$ cat src/rtl/spi_xfer_queue.sv
`default_nettype none
// ============================================================================
// Module      : spi_xfer_queue
// Description : Byte queue between a host stream interface and an SPI master.
//               Host bytes enter a TX FIFO, are launched one at a time to the
//               SPI master, and the received bytes are returned through an RX
//               FIFO. A per-transfer watchdog aborts transfers that never
//               complete and raises a sticky timeout flag.
//               Optional feature macro: SPI_XFER_QUEUE_CNT_EN adds a 16-bit
//               completed-transfer counter (xfer_cnt) with clear (cnt_clr).
// Revision    : 1.0 - initial release
// ============================================================================
module spi_xfer_queue #(
  parameter int DEPTH   = 8,
  parameter int TIMEOUT = 1024
) (
  input  logic                       clk,
  input  logic                       rst_n,
  input  logic                       in_valid,
  input  logic [7:0]                 in_data,
  output logic                       in_ready,
  output logic                       out_valid,
  output logic [7:0]                 out_data,
  input  logic                       out_ready,
  output logic                       spi_start,
  output logic [7:0]                 spi_tx_data,
  input  logic                       spi_busy,
  input  logic                       spi_done,
  input  logic [7:0]                 spi_rx_data,
  output logic [$clog2(DEPTH):0]     tx_level,
  output logic [$clog2(DEPTH):0]     rx_level,
  output logic                       idle,
  output logic                       timeout_err,
  input  logic                       err_clr
`ifdef SPI_XFER_QUEUE_CNT_EN
  ,
  output logic [15:0]                xfer_cnt,
  input  logic                       cnt_clr
`endif
);

  localparam int c_AW = $clog2(DEPTH);
  localparam int c_LW = c_AW + 1;
  localparam int c_TW = $clog2(TIMEOUT + 1);

  localparam logic [c_AW-1:0] c_PTR_ONE = c_AW'(1);
  localparam logic [c_LW-1:0] c_LVL_ONE = c_LW'(1);
  localparam logic [c_LW-1:0] c_FULL    = c_LW'(DEPTH);
  localparam logic [c_TW-1:0] c_TMO_LST = c_TW'(TIMEOUT - 1);

  typedef enum logic [1:0] {
    IDLE      = 2'd0,
    LAUNCH    = 2'd1,
    WAIT_DONE = 2'd2
  } state_t;

  state_t r_state;
  state_t w_state_nxt;

  logic [7:0]      r_tx_mem [DEPTH];
  logic [c_AW-1:0] r_tx_wr;
  logic [c_AW-1:0] r_tx_rd;
  logic [c_LW-1:0] r_tx_lvl;

  logic [7:0]      r_rx_mem [DEPTH];
  logic [c_AW-1:0] r_rx_wr;
  logic [c_AW-1:0] r_rx_rd;
  logic [c_LW-1:0] r_rx_lvl;

  logic [c_TW-1:0] r_wait_cnt;
  logic [7:0]      r_spi_tx_data;
  logic            r_timeout_err;

  logic w_tx_push;
  logic w_tx_pop;
  logic w_rx_push;
  logic w_rx_pop;
  logic w_can_go;
  logic w_tmo;

  // A launch needs a queued byte, a free RX slot reserved for its reply,
  // and an SPI master that is not busy.
  assign w_can_go  = (r_tx_lvl != '0) && (r_rx_lvl != c_FULL) && !spi_busy;
  assign w_tx_push = in_valid && in_ready;
  assign w_tx_pop  = (r_state == LAUNCH);
  assign w_rx_push = (r_state == WAIT_DONE) && spi_done;
  assign w_rx_pop  = out_valid && out_ready;
  assign w_tmo     = (r_state == WAIT_DONE) && !spi_done && (r_wait_cnt == c_TMO_LST);

  assign in_ready    = (r_tx_lvl != c_FULL);
  assign out_valid   = (r_rx_lvl != '0);
  assign out_data    = r_rx_mem[r_rx_rd];
  assign spi_tx_data = r_spi_tx_data;
  assign tx_level    = r_tx_lvl;
  assign rx_level    = r_rx_lvl;
  assign idle        = (r_state == IDLE) && (r_tx_lvl == '0);
  assign timeout_err = r_timeout_err;

  // TX storage: written on host push, no reset needed for data.
  always_ff @(posedge clk) begin
    if (w_tx_push) r_tx_mem[r_tx_wr] <= in_data;
  end

  // TX pointers and occupancy.
  always_ff @(posedge clk or negedge rst_n) begin
    if (!rst_n) begin
      r_tx_wr  <= '0;
      r_tx_rd  <= '0;
      r_tx_lvl <= '0;
    end else begin
      if (w_tx_push) r_tx_wr <= r_tx_wr + c_PTR_ONE;
      if (w_tx_pop)  r_tx_rd <= r_tx_rd + c_PTR_ONE;
      case ({w_tx_push, w_tx_pop})
        2'b10:   r_tx_lvl <= r_tx_lvl + c_LVL_ONE;
        2'b01:   r_tx_lvl <= r_tx_lvl - c_LVL_ONE;
        default: r_tx_lvl <= r_tx_lvl;
      endcase
    end
  end

  // RX storage: written with the SPI reply byte on completion.
  always_ff @(posedge clk) begin
    if (w_rx_push) r_rx_mem[r_rx_wr] <= spi_rx_data;
  end

  // RX pointers and occupancy; a same-cycle push and pop leave level unchanged.
  always_ff @(posedge clk or negedge rst_n) begin
    if (!rst_n) begin
      r_rx_wr  <= '0;
      r_rx_rd  <= '0;
      r_rx_lvl <= '0;
    end else begin
      if (w_rx_push) r_rx_wr <= r_rx_wr + c_PTR_ONE;
      if (w_rx_pop)  r_rx_rd <= r_rx_rd + c_PTR_ONE;
      case ({w_rx_push, w_rx_pop})
        2'b10:   r_rx_lvl <= r_rx_lvl + c_LVL_ONE;
        2'b01:   r_rx_lvl <= r_rx_lvl - c_LVL_ONE;
        default: r_rx_lvl <= r_rx_lvl;
      endcase
    end
  end

  // FSM state register.
  always_ff @(posedge clk or negedge rst_n) begin
    if (!rst_n) r_state <= IDLE;
    else        r_state <= w_state_nxt;
  end

  // FSM next-state and launch strobe.
  always_comb begin
    w_state_nxt = r_state;
    spi_start   = 1'b0;
    case (r_state)
      IDLE: begin
        if (w_can_go) w_state_nxt = LAUNCH;
      end
      LAUNCH: begin
        spi_start   = 1'b1;
        w_state_nxt = WAIT_DONE;
      end
      WAIT_DONE: begin
        if (spi_done || w_tmo) w_state_nxt = IDLE;
      end
      default: w_state_nxt = IDLE;
    endcase
  end

  // Capture the TX head as LAUNCH is entered so it is valid with spi_start
  // and held until the next launch.
  always_ff @(posedge clk or negedge rst_n) begin
    if (!rst_n)                          r_spi_tx_data <= 8'h00;
    else if ((r_state == IDLE) && w_can_go) r_spi_tx_data <= r_tx_mem[r_tx_rd];
  end

  // Watchdog: counts cycles spent in WAIT_DONE, restarts on every entry.
  always_ff @(posedge clk or negedge rst_n) begin
    if (!rst_n)                    r_wait_cnt <= '0;
    else if (r_state != WAIT_DONE) r_wait_cnt <= '0;
    else                           r_wait_cnt <= r_wait_cnt + c_TW'(1);
  end

  // Sticky timeout flag; a new timeout takes priority over a clear.
  always_ff @(posedge clk or negedge rst_n) begin
    if (!rst_n)       r_timeout_err <= 1'b0;
    else if (w_tmo)   r_timeout_err <= 1'b1;
    else if (err_clr) r_timeout_err <= 1'b0;
  end

`ifdef SPI_XFER_QUEUE_CNT_EN
  logic [15:0] r_xfer_cnt;

  assign xfer_cnt = r_xfer_cnt;

  // Completed-transfer counter; clear takes priority over increment.
  always_ff @(posedge clk or negedge rst_n) begin
    if (!rst_n)         r_xfer_cnt <= 16'h0000;
    else if (cnt_clr)   r_xfer_cnt <= 16'h0000;
    else if (w_rx_push) r_xfer_cnt <= r_xfer_cnt + 16'h0001;
  end
`endif

endmodule
`default_nettype wire

$ cat config.mk
export PLATFORM = sky130hd
export DESIGN_NAME = spi_xfer_queue
export DESIGN_NICKNAME = d
export VERILOG_FILES = /design/src/rtl/spi_xfer_queue.sv
export SDC_FILE = /design/constraint.sdc
export NUM_CORES = 1
export LEC_CHECK = 0
export BUFFER_PORTS_ARGS = -buffer_cell sky130_fd_sc_hd__buf_2
export CORE_ASPECT_RATIO = 1.25
export CORE_MARGIN = 1.5
export CORE_UTILIZATION = 59
export CTS_CLUSTER_SIZE = 20
export DETAILED_ROUTE_END_ITERATION = 10
export HOLD_SLACK_MARGIN = 0.03
export PLACE_DENSITY_LB_ADDON = 0.15
export SKIP_CTS_REPAIR_TIMING = 1
export SLEW_MARGIN = 0
export SYNTH_ARGS = -nofsm -noshare
export SYNTH_HDL_FRONTEND = slang
export SYNTH_SLANG_ARGS = --single-unit
$ cat constraint.sdc
create_clock -name clk -period 2.9 [get_ports clk]
set_input_delay 0.58 -clock clk [delete_from_list [all_inputs] [get_ports clk]]
set_output_delay 0.58 -clock clk [all_outputs]
set_load 0.1 [all_outputs]
After elaboration in Yosys (flattened, before gate mapping). Memories as Yosys holds them, arrays and structs flattened. A register that Yosys moved wholly into a read port is not among the register bits. Index checks and enable logic that the tools add are counted.

Register bits: 34. Latch bits: 0. Memory bits (writable): 128. Memory bits (read-only): 0. Output and inout port bits: 29. Memories kept: 2.

Memory list: r_rx_mem (words 8, bits a word 8, read ports 1, clocked after memory_dff 0, write ports 1, line 65) `logic [7:0] r_rx_mem [DEPTH];`; r_tx_mem (words 8, bits a word 8, read ports 1, clocked after memory_dff 1, write ports 1, line 60) `logic [7:0] r_tx_mem [DEPTH];`.

$add $sub $neg: 9. Multipliers: 0. Div/mod/pow operators: 0. Order comparisons: 0. Eq/ne operators: 12. Shift operators: 0. Muxes and demuxes: 13. Bitwise logic cells: 0. Reduce and logical (&&, ||, !) cells: 21.

Operators by type and width (number): 4-bit case mux with 2 select lines (2); 3-bit by 1-bit adder with 3-bit output, second input constant (4); 11-bit by 1-bit adder with 11-bit output, second input constant (1); 11-bit by 10-bit == test with 1-bit output, second input constant (1); 11-bit 2-to-1 mux (1); 1-bit logical AND (9); 4-bit by 1-bit adder with 4-bit output, second input constant (2); 4-bit != test, second input constant (2); 4-bit nonzero test (2); 4-bit by 1-bit subtractor with 4-bit output, second input constant (2); 1-bit 2-to-1 mux (7); 2-bit by 1-bit == test with 1-bit output, second input constant (3); 2-bit == test, second input constant (3); 2-bit case mux with 3 select lines (1); 2-bit nonzero test (3); 4-bit zero test (1); 2-bit 2-to-1 mux (2); 2-bit != test, second input constant (2); 1-bit zero test (3); 2-bit zero test (1); 2-bit by 1-bit != test with 1-bit output, second input constant (1); 2-bit AND reduction (1); 1-bit logical OR (1).

Logic depth before layout (Yosys ltp).
Word-level depth: 6. Gate-level depth with buffers: 11. Depth with buffers taken out: 10.

Worst setup path before layout. OpenSTA, ideal clock, no wires.

Path kind: reg-to-output. Start: reg r_tx_lvl[1] (netlist: tx_level[1]). End: out idle. Arrival time: 3.476 ns. Setup slack: -1.156 ns. Stages on the path, launching flop included: 3. Path buffers: 0. Path through: dfrtp_1 or4_1 nor3_1.

Word-level cells in the longest chain between the ends: 2.

RTL lines: from (decl) (line 63) `logic [c_LW-1:0] r_tx_lvl;`; from (signal assigned) (line 114) `2'b10: r_tx_lvl <= r_tx_lvl + c_LVL_ONE;`; from (signal assigned) (line 115) `2'b01: r_tx_lvl <= r_tx_lvl - c_LVL_ONE;`; from (signal assigned) (line 116) `default: r_tx_lvl <= r_tx_lvl;`; 4-bit zero test (line 96) `assign idle = (r_state == IDLE) && (r_tx_lvl == '0);`; 1-bit logical AND (line 96); to (decl) (line 32) `output logic idle,`.

No other way between the ends.

Final worst setup path.
Start: reg r_rx_rd[0]. End: out out_data[2].

Word-level cells in the longest chain between the ends: 1.

RTL lines: from (decl) (line 67) `logic [c_AW-1:0] r_rx_rd;`; from (signal assigned) (line 134) `if (w_rx_pop) r_rx_rd <= r_rx_rd + c_PTR_ONE;`; memory 8 x 8 bit; to (decl) (line 23) `output logic [7:0] out_data,`.

No other way between the ends.

==> run metrics <==
via count=3540; Tcrit/Tclk final=0.965; Reg2Reg Setup Slack=0.37 ns; top cells by area, synth=edfxtp_1 (56%), dfrtp_1 (15%), mux4_2 (10%); clk_lat worst skew=0.42 ns; Tot Pwr=roughly 9300 uW; GR Overflow Total=0; CTS Buf Count=17; fin worst setup slack=about 0.10 ns; TritonCTS clock tree=done; r2r endpoint=rx_level[2]; Fillers=~700; mapped cell area=slightly below 7000 um^2; initial antenna violation count=1; Root Driver=clkbuf_16; Setup Viol. Count Final=0; Vias per Instance=5.80; Routed WL=roughly 12 mm; CTS Buffer Depth=2; worst hold slack=0.259 ns; syn nets=420; num rows=43; crit path DAT=2.22 ns; clk sinks=between 150 and 200; Reg area=slightly below 5000 um^2; Synth top area share=0.558; per-cell routed wire length=19.4 um; Warnings, synthesis=0; drt first pass iters=4; Die Wd=about 100 um; synth unique cells=42; sequential-to-total area share from yosys stat=0.711; Hold/Removal Path Class=input pin to async pin; most frequent cells in the layout=edfxtp_1 (128), buf_2 (51), dfrtp_1 (33), mux4_2 (32), nor2_1 (31); fin cells=between 600 and 700; vias in the first global route=3690; Max Clock Skew=around 0.0080 ns; die height=124 um; most common cell after layout, fill and taps aside=edfxtp_1; gr usage total=0.213; Clock H-tree levels=4; Detailed Place HPWL=7.60 mm; Synth Instances=386; Mean Syn Cell Area=17.8 um^2; Reg2Reg Depth=10; Worst Setup Path Type=register to primary output; Req. time, crit path=2.32 ns; Final #Nets=~500; maxcap violations=0; I/O Buffers=around 50; Period minus WS final=around 2.8 ns; Pleak=approximately 0.003 uW; core area=roughly 11000 um^2; Worst-path clk slew=~0.070 ns; pre-CTS WS=0.377 ns; PwrDens=1170 nW/um^2; GP Congestion=0.730; antenna viol nets, final=0; maximum vdd drop=0.642 mV; antenna cells=0; Rel. slew slack=0.415; FF+latch count, synth=170; Detailed Route Iter0 Violations=210; worst r2r src=rx_level[1]; critical path launch point type=register; area occupied by multi-input gates=1910 um^2; full die area=12300 um^2; status=finished clean; Hold Violations, Final=0; share of post-route cells with drive strength above 1=0.358; pin count of the biggest net entering global routing=35; area leader, netlist=edfxtp_1; starting density of the core=0.613; Slew Viols, Final=0; Fmax achieved=357 MHz; Placed Cells=578; I/O pins=52; CP Capture Type=primary output; first-pass GRT wire length=19.0 mm; Area growth syn-to-layout=16.0%; RSZ-0062 raised after global routing=no; crit-path max FO=18; Setup TNS=0 ns; DRC violations left=0; Worst-Margin Slew=0.878 ns
cells in the mapped netlist, drive strengths merged:
cell / instances
a2111oi: 1
a21o: 1
a21oi: 12
and2: 2
and3: 3
buf: 10
clkbuf: 5
dfrtp: 42
edfxtp: 128
ha: 11
inv: 2
mux2: 14
mux2i: 8
mux4: 32
nand2: 16
nand2b: 7
nand3: 8
nand3b: 1
nand4: 2
nor2: 32
nor2b: 2
nor3: 8
nor3b: 1
nor4: 1
nor4b: 1
nor4bb: 1
o21ai: 2
o22ai: 1
o32ai: 1
or2: 2
or3: 1
or4: 2
or4b: 2
xnor2: 11
xor2: 13
worst max-delay path by stage:
stage / from / slack (ns) / to
after CTS: r_rx_rd[1] / 0.02 / out_data[2]
after floorplan: rx_level[1] / 0.01 / rx_level[2]
after global routing: r_rx_rd[0] / 0.02 / out_data[6]
after detailed placement: rx_level[1] / 0.38 / rx_level[2]
final: r_rx_rd[0] / 0.10 / out_data[2]
after global placement: rx_level[1] / 0.50 / rx_level[2]
through the flow:
step	utilization	cell area [um^2]
global route	0.710	7990
CTS	0.710	7990
global placement	0.659	7410
finish	0.710	7990
detailed placement	0.659	7410
floorplan	-	6920
flip-flops by register name, summed over array words and instances, names as in the netlist:
signal,cells
r_tx_mem,64
r_wait_cnt,11
r_tx_wr,3
tx_level,4
rx_level,4
r_rx_rd,3
timeout_err,1
spi_tx_data,8
r_state,2
r_rx_wr,3
r_rx_mem,64
r_tx_rd,3
layout make-up:
class / instances / area share
Clock inverter: 12 / 0.0164
Clock buffer: 20 / 0.0559
Tap cell: 135 / 0.0211
Timing Repair Buffer: 72 / 0.0517
Multi-Input combinational cell: 199 / 0.239
Inverter: 2 / 0.000940
Sequential cell: 170 / 0.614
report_power, final:
part	total [uW]	switching, uW	internal (uW)
sequential	3510	462	3040
clock	2180	942	1240
combinational	3650	2500	1150
logic make-up (layout without fill, tap and decap cells):
family	Yosys count	in the layout	share of synthesized area
buf+inv	17	106	0.0143
mux	54	54	0.139
compound gates	18	18	0.0191
fa+ha+maj	11	11	0.0200
simple gates	92	92	0.0663
xor+xnor	24	24	0.0305
flops	170	170	0.711
per-layer routing:
layer,vias to the layer above,global-route usage,part of all wire
met4,0,0.0748,0.014
met2,71,0.376,0.53
met1,1812,0.256,0.42
met3,16,0.0561,0.036
li1,1641,-,-
met5,-,0,0
critical path, stage by stage, from the launching register on:
cell     delay [ns]
dfrtp_1        0.33
buf_4          0.32
mux4_2         0.56
mux2_2         0.28
buf_2          0.29
No activity file was read; power rests on OpenSTA's default activity.
